File: config.mk
export PLATFORM = sky130hd
export DESIGN_NAME = trng_bit_src
export DESIGN_NICKNAME = d
export VERILOG_FILES = /design/src/rtl/trng_pkg.sv /design/src/rtl/trng_sync.sv /design/src/rtl/trng_bit_src.sv
export SDC_FILE = /design/constraint.sdc
export NUM_CORES = 1
export LEC_CHECK = 0
export ABC_AREA = 1
export BUFFER_PORTS_ARGS = -buffer_cell sky130_fd_sc_hd__buf_4
export CAP_MARGIN = 20
export CELL_PAD_IN_SITES_DETAIL_PLACEMENT = 2
export CELL_PAD_IN_SITES_GLOBAL_PLACEMENT = 2
export CORE_UTILIZATION = 34
export CTS_BUF_LIST = sky130_fd_sc_hd__clkbuf_8
export CTS_CLUSTER_DIAMETER = 50
export DETAILED_ROUTE_END_ITERATION = 16
export GPL_TIMING_DRIVEN = 0
export PLACE_DENSITY = 0.79
export SYNTH_ARGS = -nofsm -noshare
export SYNTH_HDL_FRONTEND = slang
export SYNTH_SLANG_ARGS = --single-unit
File: constraint.sdc
create_clock -name CLK -period 2.5 [get_ports CLK]
set_input_delay 0.5 -clock CLK [delete_from_list [all_inputs] [get_ports CLK]]
set_output_delay 0.5 -clock CLK [all_outputs]
set_load 0.01 [all_outputs]
File: src/rtl/trng_pkg.sv
// Shared types and default parameters for the TRNG bit source.
package trng_pkg;

  localparam int unsigned TRNG_SAMPLE_DIV = 4;
  localparam int unsigned TRNG_REP_LIMIT  = 32;

  typedef enum logic [1:0] {
    IDLE,
    FIRST,
    SECOND,
    HOLD
  } trng_state_e;

endpackage

File: src/rtl/trng_sync.sv
// Two-flop synchronizer that brings the asynchronous raw entropy line into the CLK domain.
module trng_sync (
  input  logic CLK,
  input  logic RST_N,
  input  logic d,
  output logic q
);

  logic meta_q;

  always_ff @(posedge CLK) begin
    if (!RST_N) begin
      meta_q <= 1'b0;
      q      <= 1'b0;
    end else begin
      meta_q <= d;
      q      <= meta_q;
    end
  end

endmodule

File: src/rtl/trng_bit_src.sv
// Von Neumann debiased entropy bit source with a RANDOM/BIT_READY/ACK handshake.
// Optional repetition-count health test is built when TRNG_HEALTH_EN is defined.
module trng_bit_src
  import trng_pkg::*;
#(
  parameter int unsigned SAMPLE_DIV = TRNG_SAMPLE_DIV,
  parameter int unsigned REP_LIMIT  = TRNG_REP_LIMIT
) (
  input  logic CLK,
  input  logic RST_N,
  input  logic EN,
  input  logic RAW,
  input  logic ACK,
  output logic RANDOM,
  output logic BIT_READY,
  output logic FAULT
);

  localparam int unsigned CNT_W = (SAMPLE_DIV > 2) ? $clog2(SAMPLE_DIV) : 1;

  if ((SAMPLE_DIV < 2) || (REP_LIMIT < 2)) begin : g_param_chk
    $error("trng_bit_src: SAMPLE_DIV and REP_LIMIT must both be at least 2");
  end

  logic              raw_s;
  logic              tick_c;
  logic              health_fault;
  trng_state_e       state_q;
  logic [CNT_W-1:0]  cnt_q;
  logic              first_q;

  trng_sync u_sync (
    .CLK   (CLK),
    .RST_N (RST_N),
    .d     (RAW),
    .q     (raw_s)
  );

  assign tick_c = ((state_q == FIRST) || (state_q == SECOND)) &&
                  (cnt_q == CNT_W'(SAMPLE_DIV - 1));

  // Pair extractor and handshake; EN low aborts any partial pair but keeps RANDOM.
  always_ff @(posedge CLK) begin
    if (!RST_N) begin
      state_q   <= IDLE;
      cnt_q     <= '0;
      first_q   <= 1'b0;
      RANDOM    <= 1'b0;
      BIT_READY <= 1'b0;
    end else if (!EN) begin
      state_q   <= IDLE;
      cnt_q     <= '0;
      BIT_READY <= 1'b0;
    end else begin
      case (state_q)
        IDLE: begin
          state_q <= FIRST;
          cnt_q   <= '0;
        end
        FIRST: begin
          cnt_q <= tick_c ? '0 : cnt_q + CNT_W'(1);
          if (tick_c && !health_fault) begin
            first_q <= raw_s;
            state_q <= SECOND;
          end
        end
        SECOND: begin
          cnt_q <= tick_c ? '0 : cnt_q + CNT_W'(1);
          if (tick_c) begin
            if (!health_fault && (raw_s != first_q)) begin
              RANDOM    <= first_q;
              BIT_READY <= 1'b1;
              state_q   <= HOLD;
              cnt_q     <= '0;
            end else begin
              state_q <= FIRST;
            end
          end
        end
        HOLD: begin
          cnt_q <= '0;
          if (ACK) begin
            BIT_READY <= 1'b0;
            state_q   <= FIRST;
          end
        end
        default: begin
          state_q   <= IDLE;
          cnt_q     <= '0;
          BIT_READY <= 1'b0;
        end
      endcase
    end
  end

`ifdef TRNG_HEALTH_EN
  localparam int unsigned REP_W = $clog2(REP_LIMIT + 1);

  logic [REP_W-1:0] rep_q;
  logic             prev_q;

  // Repetition count over consecutive samples; the fault latches until reset.
  always_ff @(posedge CLK) begin
    if (!RST_N) begin
      rep_q        <= '0;
      prev_q       <= 1'b0;
      health_fault <= 1'b0;
    end else begin
      if (tick_c) begin
        prev_q <= raw_s;
        if (raw_s != prev_q) begin
          rep_q <= REP_W'(1);
        end else if (rep_q != REP_W'(REP_LIMIT)) begin
          rep_q <= rep_q + REP_W'(1);
        end
      end
      if (rep_q == REP_W'(REP_LIMIT)) begin
        health_fault <= 1'b1;
      end
    end
  end
`else
  assign health_fault = 1'b0;
`endif

  assign FAULT = health_fault;

endmodule

After elaboration in Yosys (flattened, before gate mapping)
Index checks and enable logic that the tools add are counted.
- bits in registers: 9
- bits of input ports: 5
- output and inout bits: 3
- word-level logic and storage cells: 40
- $add $sub $neg: 1
- eq/ne operators: 9
- muxes and demuxes: 13
- reduce and logical (&&, ||, !) cells: 10
- operators by type and width (kind ; count):
    $mux 2 ; 7
    $pmux 2 s4 ; 1
    $reduce_and 4->1 ; 2
    $eq 2x2->1 const B ; 3
    $ne 2x2->1 const B ; 3
    $pmux 2 s3 ; 1
    $reduce_and 3->1 ; 2
    $mux 1 ; 3
    $add 2x1->2 const B ; 1
    $eq 2x1->1 const B ; 1
    $logic_not 2->1 ; 1
    $ne 2x1->1 const B ; 1
    $pmux 1 s2 ; 1
    $reduce_and 2->1 ; 1
    $reduce_bool 2->1 ; 1
    $reduce_or 2->1 ; 1
    $logic_and 1x1->1 ; 1
    $logic_or 1x1->1 ; 1
    $ne 1x1->1 ; 1

Longest topological paths before layout
- depth after elaboration: 7
- gate-level depth with buffers: 9
- gate-level depth less buffers: 9

Modules after synthesis
A second synthesis with hierarchy kept.
- cells, all modules: 67
- area, all modules: 516.7 um^2
- modules (own cells, without submodules) (module ; times used ; cells each ; area each (um^2)):
    trng_bit_src ; 1 ; 61 ; 461.7
    trng_sync ; 1 ; 6 ; 55.1

Least setup slack after synthesis
No wires, ideal clock.
- path kind: register to register
- start point: register state_q[0]
- end point: register BIT_READY
- library setup time: 0.115 ns
- arrival time: 1.187 ns
- setup slack: 1.198 ns
- cell stages (with the launch flop): 9
- period minus slack after synthesis: 1.302 ns
- cell sequence: dfxtp_1 inv_1 ha_1 inv_2 nand2_2 a21oi_1 nand3_1 nand2_1 nor2_1
- longest elaborated chain between the ends: 5
- RTL lines (what ; line ; source):
    from (decl) ; trng_bit_src.sv:28 ; trng_state_e state_q;
    from (signal assigned) ; trng_bit_src.sv:45 ; state_q <= IDLE;
    from (signal assigned) ; trng_bit_src.sv:51 ; state_q <= IDLE;
    from (signal assigned) ; trng_bit_src.sv:57 ; state_q <= FIRST;
    $eq 2x1->1 / $eq 2x2->1 (equally long branches) ; trng_bit_src.sv:39, trng_bit_src.sv:55 ;
    $logic_or 1x1->1 ; trng_bit_src.sv:39 ; assign tick_c = ((state_q == FIRST) || (state_q == SECOND)) &&
    $logic_and 1x1->1 ; trng_bit_src.sv:39 ;
    $ne 2x2->1 (no source line) ; -- ;
    $reduce_and 4->1 (no source line) ; -- ;
    to (signal assigned) ; trng_bit_src.sv:49 ; BIT_READY <= 1'b0;
    to (signal assigned) ; trng_bit_src.sv:53 ; BIT_READY <= 1'b0;
    to (signal assigned) ; trng_bit_src.sv:72 ; BIT_READY <= 1'b1;
    to (decl) ; trng_bit_src.sv:15 ; output logic BIT_READY,
Parallel ways exist; a longest one is shown, timed or not.
A chain may end at the register's enable or synchronous reset.

Final worst setup path
Ends and elaborated chain as after synthesis.

==> results.md <==
* Result of the run: completed
* Remaining routing DRC violations at 0
* Initial antenna violation count at 0
* Synth Net Count at 77
* Antenna-violating nets left at 0
* Element type at the critical path start: flop
* Final Worst Setup Slack at 1.011 ns
* DP HPWL at 910.9 um
* Number of inserted filler cells in the final layout at 170
* Vias in the first global route at 439
* Distinct cells, synth at 19
* Max Cap Viol at 0
* Die boundary height at 40.99 um
* Primary FF master, synth: sky130_fd_sc_hd__dfxtp_1
* Minimum clock period at 1.489 ns
* Hold_buf cts at 0
* Sinks on Clock Net at 9
* Number of antenna repair diodes at 0
* Fraction of the cycle the final worst path needs at 59.56%
* Die width at 40.99 um
* Netlist Area Pre-Place at 516.7 um^2
* Leading cell type in the layout, fill and taps excluded: sky130_fd_sc_hd__nand2_1
* Min Hold Slack at 0.4226 ns
* Flop2flop setup slack at 1.01 ns
* Max Buffers Root-to-Sink at 2
* Sum of overflow across all layers after global routing at 0
* Wirelength per Cell at 12.82 um
* Number of flops mapped to enable cells by yosys at 0
* Post-synthesis cell count at 67
* Element type at the critical path end: flop
* CTS buffer count at 3
* Combinational share of power at 13.1%
* Number of buffers inserted by port buffering at 6
* Worst min path class: reg -> reg
* Clk_skew at 0.003080 ns
* Area delta synth->final at 21.07%
* Final hold viol count at 0
* Power density normalized to cell area at 582.1 nW/um^2
* Final layout net count at 88
* P_int at 0.2741 mW
* Data required time of the worst path at 2.63 ns
* Initial DRC Count at 2
* Setup repair after global routing missed its margin: no
* Wire length reported by the detailed router at 1179 um
* Total negative setup slack at 0 ns
* Placer Congestion at 0.7162
* Synthesis Warnings at 0
* Total count of max-transition violations in the final report at 0
* Post-cts resize count at 0
* Fraction of power consumed by sequential logic at 41.9%
* Site row count at 13
* Post-placement worst setup slack at 0.9959 ns
* Number of placed cells counting well taps at 88
* Number of cells in the finished layout apart from fillers at 92
* Post-CTS Setup Inserts at 0
* Most frequent cells in the layout: sky130_fd_sc_hd__nand2_1 (12), sky130_fd_sc_hd__inv_1 (11), sky130_fd_sc_hd__dfxtp_1 (9)
* Max VDD drop at 353.1 uV
* Total setup violations reported at the end of the flow at 0
* Post-Syn Area per Cell at 7.713 um^2
* Sw Ratio at 24.73%
* Number of levels in the clock H-tree at 1
* Clock tree from TritonCTS: yes
* Wire length of the first global-routing pass at 1911 um
* Highest net fanout along the worst path at 4
* Die area at 1680 um^2
* Core ar. at 1350 um^2
* Clock transition at path regs at 0.05 ns
* Maximum number of pins on one net before global-route repair at 6
* Starting utilization of the core area at 38.28%
* Relative contribution of the clock network to total power at 45.0%
* Maximum clock rate at 671.6 MHz
* Global-route usage over all layers at 18.90%
* Sw power at 0.09006 mW
* Share of post-route cells with drive strength above 1 at 31.17%
* Clock insertion delay at the later pin of the skew report at 0.23 ns
* P_leak at 0.3043 nW
* Number of vias in the routed layout at 448
* Share of async-settable or async-resettable flops after synthesis at 0%
* Top Ports at 8
* CP Data Arrival Time at 1.62 ns
* Clock tree root driver cell: sky130_fd_sc_hd__clkbuf_8
* Portion of the post-synthesis area used by sequential elements at 34.87%
* First drt pass iteration count at 2
* Class of the most critical setup path: reg -> reg
* Yosys reg bits at 9
* DR vias/cell at 4.870
cells in the mapped netlist, types with 2 or more instances:
cell                      count  area [um^2]
sky130_fd_sc_hd__nand2_4      3        33.78
sky130_fd_sc_hd__ha_1         5        62.56
sky130_fd_sc_hd__nand2_2      2        12.51
sky130_fd_sc_hd__nand3_1      3        15.01
sky130_fd_sc_hd__inv_1       10        37.54
sky130_fd_sc_hd__nand2_1     12        45.04
sky130_fd_sc_hd__a21oi_1      5        25.02
sky130_fd_sc_hd__o21ai_0      2        10.01
sky130_fd_sc_hd__dfxtp_1      9        180.2
sky130_fd_sc_hd__nor2_1       3        11.26
sky130_fd_sc_hd__inv_2        4        15.01
sky130_fd_sc_hd__nand3_2      2        20.02
per-stage QoR:
| stage | total power [mW] | utilization, % | instance area [um^2] |
|---|---|---|---|
| 3_5_place_dp | 0.2028 | 43.00 | 580.6 |
| 4_1_cts | 0.3716 | 46.34 | 625.6 |
| 3_3_place_gp | 0.2008 | 43.00 | 580.6 |
| 6_report | 0.3642 | 46.34 | 625.6 |
| 5_1_grt | 0.3836 | 46.34 | 625.6 |
| 2_1_floorplan | 0.1879 | - | 516.7 |
cell families after synthesis:
group	Yosys count	share of synthesized area, %
and+or+nand+nor	29	32.20
buffers and inverters	15	11.62
DFF	9	34.87
AOI/OAI and AO/OA	8	8.474
adders and majority gates	5	12.11
other	1	0.7257
path summary, 6_finish.rpt:
path	to	depth (start not counted)	start
max	BIT_READY	8	state_q[0]
min	u_sync.q	2	u_sync.meta_q
max reg2reg	BIT_READY	8	state_q[0]
min reg2reg	u_sync.q	2	u_sync.meta_q
per-layer routing:
metal	track usage, %	wire length (um)	vias up
met2	30.47	552	9
met1	20.66	558	211
li1	-	-	224
met5	0	0	-
met4	12.50	23	0
met3	6.522	44	4
power by group through the flow:
stage	combinational (mW)	clock (mW)	sequential (mW)
after global routing	0.0540	0.177	0.153
after floorplan	0.0343	0	0.154
after CTS	0.0488	0.170	0.152
final	0.0477	0.164	0.152
after global placement	0.0465	0	0.154
after detailed placement	0.0477	0	0.155
registers in the layout, indices dropped and copies added (netlist names):
signal	cells
BIT_READY	1
RANDOM	1
cnt_q	2
first_q	1
state_q	2
u_sync.meta_q	1
u_sync.q	1
critical path, stage by stage, from the launching register on:
cell and delay, ns:
sky130_fd_sc_hd__dfxtp_1 0.40, sky130_fd_sc_hd__inv_1 0.10, sky130_fd_sc_hd__ha_1 0.31, sky130_fd_sc_hd__inv_2 0.08
sky130_fd_sc_hd__nand2_2 0.09, sky130_fd_sc_hd__a21oi_1 0.20, sky130_fd_sc_hd__nand3_1 0.10, sky130_fd_sc_hd__nand2_1 0.07
sky130_fd_sc_hd__nor2_1 0.03
final cells by class:
type	instances	area (um^2)	area share [%]
clock inverter	1	3.754	0.6000
clock buffer	3	41.29	6.600
buffer	1	7.507	1.200
multi-input combinational	43	276.5	44.20
timing repair buffer	6	45.04	7.200
tap	15	18.77	3.000
inverter	14	52.55	8.400
sequential	9	180.2	28.80
(Power assumes the default switching activity.)
